`src/rtl/p_counter_pkg.sv`:
```
// Shared definitions for the up/down counter family: state type and encodings.
package p_counter_pkg;

    localparam logic [1:0] ENC_IDLE = 2'b00;
    localparam logic [1:0] ENC_RUN  = 2'b01;
    localparam logic [1:0] ENC_DONE = 2'b10;

    typedef enum logic [1:0] {
        S_IDLE = ENC_IDLE,
        S_RUN  = ENC_RUN,
        S_DONE = ENC_DONE
    } state_t;

endpackage

```
`src/rtl/p_up_counter.sv`:
```
// Up-counter with start/done handshake: counts 0..val on enabled clocks,
// pulses done for one cycle on reaching val, then idles holding the count.
module p_up_counter
    import p_counter_pkg::*;
#(
    parameter int N = 4
) (
    input  logic         clk,
    input  logic         r,
    input  logic         start,
    input  logic         en,
    input  logic [N-1:0] val,
    output logic [N-1:0] out,
    output logic         busy,
    output logic         done
);

    state_t         state_r, state_s;
    logic [N-1:0]   out_r, out_s;
    logic [N-1:0]   target_r, target_s;
    logic           busy_r, busy_s;
    logic           done_r, done_s;
    logic [N-1:0]   inc_s;

    // Next-state and next-output logic; outputs are computed here and registered below.
    always_comb begin
        state_s  = state_r;
        out_s    = out_r;
        target_s = target_r;
        busy_s   = 1'b0;
        done_s   = 1'b0;
        inc_s    = out_r + N'(1'b1);
        case (state_r)
            S_IDLE, S_DONE: begin
                if (start) begin
                    target_s = val;
                    out_s    = '0;
                    // A zero target completes immediately without entering RUN.
                    if (val != '0) begin
                        state_s = S_RUN;
                        busy_s  = 1'b1;
                    end else begin
                        state_s = S_DONE;
                        done_s  = 1'b1;
                    end
                end else begin
                    state_s = S_IDLE;
                end
            end
            S_RUN: begin
                busy_s = 1'b1;
                if (en) begin
                    out_s = inc_s;
                    if (inc_s == target_r) begin
                        state_s = S_DONE;
                        busy_s  = 1'b0;
                        done_s  = 1'b1;
                    end else begin
                        state_s = S_RUN;
                    end
                end else begin
                    state_s = S_RUN;
                end
            end
            default: begin
                state_s  = S_IDLE;
                out_s    = '0;
                target_s = '0;
            end
        endcase
    end

    // State and output registers with synchronous active-low reset.
    always_ff @(posedge clk) begin
        if (!r) begin
            state_r  <= S_IDLE;
            out_r    <= '0;
            target_r <= '0;
            busy_r   <= 1'b0;
            done_r   <= 1'b0;
        end else begin
            state_r  <= state_s;
            out_r    <= out_s;
            target_r <= target_s;
            busy_r   <= busy_s;
            done_r   <= done_s;
        end
    end

    assign out  = out_r;
    assign busy = busy_r;
    assign done = done_r;

endmodule

```
`config.mk`:
```
export PLATFORM = sky130hd
export DESIGN_NAME = p_up_counter
export DESIGN_NICKNAME = d
export VERILOG_FILES = /design/src/rtl/p_counter_pkg.sv /design/src/rtl/p_up_counter.sv
export SDC_FILE = /design/constraint.sdc
export NUM_CORES = 1
export LEC_CHECK = 0
export ABC_AREA = 1
export CAP_MARGIN = 10
export CORE_UTILIZATION = 41
export CTS_CLUSTER_DIAMETER = 200
export CTS_CLUSTER_SIZE = 24
export DETAILED_ROUTE_END_ITERATION = 6
export PLACE_DENSITY = 0.79
export SYNTH_ARGS = -nofsm -noshare
export SYNTH_HDL_FRONTEND = slang
export SYNTH_SLANG_ARGS = --single-unit
```
`constraint.sdc`:
```
create_clock -name clk -period 1.3 [get_ports clk]
set_input_delay 0.26 -clock clk [delete_from_list [all_inputs] [get_ports clk]]
set_output_delay 0.26 -clock clk [all_outputs]
set_load 0.01 [all_outputs]
```
==> results of run 1 <==
-- synthesized netlist by cell type --
cell type | instances | area share
nor2_1 | 5 | 0.034
nor2_2 | 1 | 0.011
dfxtp_1 | 10 | 0.37
ha_1 | 1 | 0.023
inv_2 | 1 | 0.0069
clkinv_1 | 1 | 0.0069
or2_2 | 1 | 0.011
nand4_1 | 2 | 0.023
o21ai_0 | 1 | 0.0092
nand2_1 | 30 | 0.21
a21oi_2 | 2 | 0.032
a21oi_1 | 9 | 0.083
nand3_1 | 10 | 0.092
inv_1 | 11 | 0.076
nor3_2 | 1 | 0.018
-- area by class of cell --
cell class	count	area, um2	area share
inverter	13	48.80	0.06075
timing repair buffer	20	175.2	0.2181
clock buffer	4	36.28	0.04517
multi-input combinational	63	320.3	0.3988
tap	14	17.52	0.02181
sequential	10	205.2	0.2555
-- metrics by stage --
stage                     setup TNS [ns]  std cells
after floorplan                        0         86
after global placement           -0.2895        120
after detailed placement         -0.3972        120
after CTS                              0        124
after global routing                   0        124
final                                  0        124
-- routing by layer --
layer / GRT usage / share of wire / up-vias
met4: 0.1034 / 0.0082 / 0
li1: - / - / 324
met3: 0.05233 / 0.034 / 2
met5: 0 / 0 / -
met1: 0.2179 / 0.45 / 274
met2: 0.3390 / 0.50 / 13
-- kinds of logic after synthesis --
logic type | after synthesis | share of synthesized area
simple gates | 50 | 0.3968
compound gates | 12 | 0.1238
fa+ha+maj | 1 | 0.02293
buf+inv | 13 | 0.08944
flops | 10 | 0.3670
-- sequential cells by signal, indices dropped and copies added, names as in the netlist --
register and cells:
busy 1, out 4, state_r 1, target_r 4
-- power by group through the flow --
stage	sequential [W]	clock, W	combinational (W)
2_1_floorplan	0.000345	0	0.0000655
3_3_place_gp	0.000339	0	0.000134
3_5_place_dp	0.000340	0	0.000136
4_1_cts	0.000332	0.000290	0.000132
5_1_grt	0.000333	0.000297	0.000154
6_report	0.000331	0.000282	0.000139
-- worst min-delay path by stage --
stage	slack, ns	cells past startpoint	to	start
after floorplan	0.39	2	out[0]	r
after detailed placement	0.46	2	target_r[1]	target_r[1]
after global routing	0.50	2	target_r[1]	target_r[1]
after CTS	0.47	2	target_r[1]	target_r[1]
after global placement	0.45	2	target_r[1]	target_r[1]
final	0.47	2	target_r[1]	target_r[1]
-- critical path: stages, from the launching register on --
cell and delay, ns:
dfxtp_2 0.34, ha_4 0.25, or2_4 0.24, nand3_2 0.07
nor2_2 0.04, nand2_1 0.05, nand2_1 0.06, a21oi_1 0.13
-- repair_timing --
item / in CTS / in global routing
pin swaps: 0 / 2
buffers inserted: 0 / 0
resized for setup: 6 / 4
setup endpoints to repair: 6 / 2
==> summary.md, run 1 <==
| Metric | Value |
|---|---|
| Final antenna diode count | `0` |
| Largest net degree at the start of global routing | `10` |
| Leak | `0.3602 nW` |
| Most frequent cells in the layout | `nand2_1, inv_1, nand3_1` |
| Effective utilization at floorplan | `0.4658` |
| Initial DRC count | `11` |
| Worst r2r path cells | `7` |
| Fin. Hold Viols | `0` |
| Detailed Place HPWL | `987 um` |
| Endpoint class of the critical path | `register` |
| Reg clk slew, reported paths | `0.07 ns` |
| Most common cell after layout, fill and taps aside | `nand2_1` |
| # DRC | `0` |
| CTS root buf | `clkbuf_4` |
| CP Class | `register to register` |
| Router iterations before antenna repair | `4` |
| Post-synthesis cell count | `86` |
| Hold Slack | `0.4665 ns` |
| Int Pwr | `0.0005574 W` |
| Gr usage total | `0.1966` |
| I/O pins | `14` |
| Latest clock arrival within the worst-skew pair | `0.26 ns` |
| Final worst slack | `0.05408 ns` |
| Final core occ | `0.6859` |
| Avg Cell Area, Syn | `6.343 um2` |
| Drt via density | `4.944` |
| Area grow syn2layout | `47.25%` |
| Setup violations, final | `0` |
| Fillers | `112` |
| Final count of pins violating max slew | `0` |
| Register area share after synthesis | `0.3670` |
| WL final | `1223 um` |
| Pwr Total | `0.0007517 W` |
| Worst vdd ir | `669.5 uV` |
| Nets | `120` |
| Min-Delay Path Class | `register to register` |
| Reg2Reg Capture Point | `busy` |
| Row cnt | `12` |
| Comb pwr share | `0.184` |
| Worst slew margin | `0.8174` |
| Synthesized area | `545.5 um2` |
| Yosys warns | `0` |
| PortBufs | `13` |
| Design area | `803.3 um2` |
| Fin crit share | `0.9584` |
| Clock skew | `0.003443 ns` |
| Net Sw Frac | `0.2584` |
| Die Area | `0.001480 mm2` |
| Slew @ Worst Pin | `0.2724 ns` |
| Post-CTS Hold Buffers | `0` |
| CP arrival | `1.44 ns` |
| #FFs+latches synth | `10` |
| Unrepaired setup endpoints after global routing | `no` |
| Via count | `613` |
| CTS tree | `built` |
| Worst Setup EP | `busy` |
| WL/cell | `9.863 um` |
| Die H | `38.48 um` |
| FMAX | `0.8026 GHz` |
| Clock tree sinks | `10` |
| Core ar. | `0.001171 mm2` |
| Gpl congestion | `0.7716` |
| Worst r2r src | `out[1]` |
| Gr ovfl total | `0` |
| Die W | `38.48 um` |
| Clock buffer depth | `2` |
| Antenna Nets Post-Route | `0` |
| Vias in the first global route | `511` |
| First-pass GRT wire length | `1932 um` |
| Switching power | `0.0001942 W` |
| Clk pwr share | `0.375` |
| Syn_nets | `95` |
| Setup slack, reg-to-reg | `0.05 ns` |
| Post-Place Cell Area | `760.7 um2` |
| Req. time, crit path | `1.50 ns` |
| Reg power frac | `0.441` |
| Status | `finished clean` |
| DP Worst Slack | `-0.09422 ns` |
| Critical Path Source | `out[1]` |
| Synth unique cells | `15` |
| PD cells | `935.8 mW/mm2` |
| Setup crit start kind | `register` |
| Final worst path period need | `1.246 ns` |
| Max-Cap Viols | `0` |
| CTS Buf Count | `3` |
| Layout cell share with drive strength beyond 1 | `0.2000` |
| Initial antenna violation count | `0` |
| Largest fanout on the critical path | `3` |
| H-tree depth | `1` |
(Power assumes the default switching activity.)
==> inputs of run 2 (changes only) <==
--- a/config.mk
+++ b/config.mk
@@ -12,6 +12,7 @@
 export CTS_CLUSTER_SIZE = 24
 export DETAILED_ROUTE_END_ITERATION = 6
 export PLACE_DENSITY = 0.79
+export RECOVER_POWER = 100
 export SYNTH_ARGS = -nofsm -noshare
 export SYNTH_HDL_FRONTEND = slang
 export SYNTH_SLANG_ARGS = --single-unit
==> summary.md, run 2 (synthesized netlist as in run 1, its figures left out) <==
| Metric | Value |
|---|---|
| Setup slack, reg-to-reg | `0.05 ns (about the same)` |
| Final antenna diode count | `0 (unchanged)` |
| Setup crit start kind | `register` |
| Pwr Total | `0.0007506 W (-0.14%)` |
| Reg clk slew, reported paths | `0.07 ns (about the same)` |
| FMAX | `0.8023 GHz (about the same)` |
| Nets | `120 (unchanged)` |
| Clock buffer depth | `2 (unchanged)` |
| Req. time, crit path | `1.50 ns (about the same)` |
| PortBufs | `13 (unchanged)` |
| Final count of pins violating max slew | `0 (unchanged)` |
| PD cells | `937.3 mW/mm2 (+0.17%)` |
| Final core occ | `0.6838 (-0.002136)` |
| Core ar. | `0.001171 mm2 (unchanged)` |
| Setup violations, final | `0 (unchanged)` |
| Slew @ Worst Pin | `0.2711 ns (-0.001341 ns)` |
| Largest fanout on the critical path | `3 (unchanged)` |
| Worst hold start | `target_r[1]` |
| Final worst path period need | `1.246 ns (+0.0004404 ns)` |
| Detailed Place HPWL | `987 um (unchanged)` |
| Layout cell share with drive strength beyond 1 | `0.1818 (-0.01818)` |
| Area grow syn2layout | `46.79%` |
| Most frequent cells in the layout | `nand2_1, inv_1, nand3_1` |
| Worst slew margin | `0.8183 (+0.0008990)` |
| Vias in the first global route | `511 (unchanged)` |
| Endpoint class of the critical path | `register` |
| Gr ovfl total | `0 (unchanged)` |
| Drt via density | `4.944 (unchanged)` |
| CTS root buf | `clkbuf_4` |
| CP Class | `register to register` |
| Max-Cap Viols | `0 (unchanged)` |
| Initial DRC count | `12 (+1)` |
| # DRC | `0 (unchanged)` |
| WL/cell | `9.871 um (about the same)` |
| Min-Delay Path Class | `register to register` |
| Fin crit share | `0.9587 (about the same)` |
| Worst vdd ir | `669.5 uV (about the same)` |
| Post-CTS setup buffers | `0 (unchanged)` |
| Die H | `38.48 um (unchanged)` |
| Die Area | `0.001480 mm2 (unchanged)` |
| H-tree depth | `1 (unchanged)` |
| Fin cells | `124 (unchanged)` |
| Largest net degree at the start of global routing | `10 (unchanged)` |
| Dpl cells | `120 (unchanged)` |
| WL final | `1224 um (about the same)` |
| Unrepaired setup endpoints after global routing | `no` |
| Worst r2r src | `out[1]` |
| Row cnt | `12 (unchanged)` |
| I/O pins | `14 (unchanged)` |
| Gpl congestion | `0.7716 (unchanged)` |
| Status | `finished clean` |
| Initial antenna violation count | `0 (unchanged)` |
| Clock tree sinks | `10 (unchanged)` |
| Antenna Nets Post-Route | `0 (unchanged)` |
| Clock skew | `0.003540 ns (+0.00009676 ns)` |
| Effective utilization at floorplan | `0.4658 (unchanged)` |
| CTS tree | `built` |
| Leak | `0.3610 nW (+0.21%)` |
| Most common cell after layout, fill and taps aside | `nand2_1` |
| Via count | `613 (unchanged)` |
| Die W | `38.48 um (unchanged)` |
| Latest clock arrival within the worst-skew pair | `0.27 ns (about the same)` |
| Router iterations before antenna repair | `4 (unchanged)` |
| Fin. Hold Viols | `0 (unchanged)` |
| Critical Path Source | `out[1]` |
| Gr usage total | `0.1966 (unchanged)` |
| First-pass GRT wire length | `1932 um (unchanged)` |
| CP arrival | `1.44 ns (about the same)` |
| CTS Buf Count | `3 (unchanged)` |
| Setup TNS | `0 ns (unchanged)` |
-- run 2: cell counts in the layout (fill, tap and decap cells not counted) --
Identical to the previous run, type by type.
-- run 2: final timing paths --
path / to / cells after the start
worst min register to register: target_r[1] / 2
worst max-delay path: busy / 7
worst max register to register: busy / 7
worst min-delay path: target_r[1] / 2
-- run 2: final cells by class --
| type | instances | area [um2] |
|---|---|---|
| Fill cell | 113 | 370.4 |
| Multi-Input combinational cell | 63 | 317.8 |
| Sequential cell | 10 | 205.2 |
| Timing Repair Buffer | 20 | 175.2 |
| Inverter | 13 | 48.80 |
| Clock buffer | 4 | 36.28 |
| Tap cell | 14 | 17.52 |
-- run 2: worst max-delay path, cell delays in order (launching register included) --
cell,delay (ns)
dfxtp_2,0.34
ha_4,0.25
or2_4,0.24
nand3_2,0.06
nor2_1,0.04
nand2_1,0.05
nand2_1,0.06
a21oi_1,0.13
-- run 2: routing by layer --
metal | vias to the layer above | routed length (um) | global-route usage
met5 | - | 0 | 0
met4 | 0 | 11 | 0.1034
met3 | 2 | 43 | 0.05233
met2 | 15 | 615 | 0.3390
met1 | 272 | 553 | 0.2179
li1 | 324 | - | -
-- run 2: through the flow --
stage	instance area [um2]	setup WS [ns]	hold slack [ns]
finish	800.8	0.05364	0.4668
detailed placement	760.7	-0.09422	0.4576
global placement	760.7	-0.09390	0.4518
global route	800.8	0.01080	0.4987
floorplan	560.5	0.008498	0.3883
CTS	789.5	0.005216	0.4676
-- run 2: report_power, final --
part / switching [W] / leakage [nW] / internal, W
Clock: 0.000113 / 0.0210 / 0.000170
Sequential: 0.0000109 / 0.0829 / 0.000320
Combinational: 0.0000701 / 0.257 / 0.0000667
-- run 2: what timing repair did --
item	CTS	global route
pin swaps	0	2
hold buffers	0	0
gates resized for setup	6	4
setup endpoints to repair	6	2
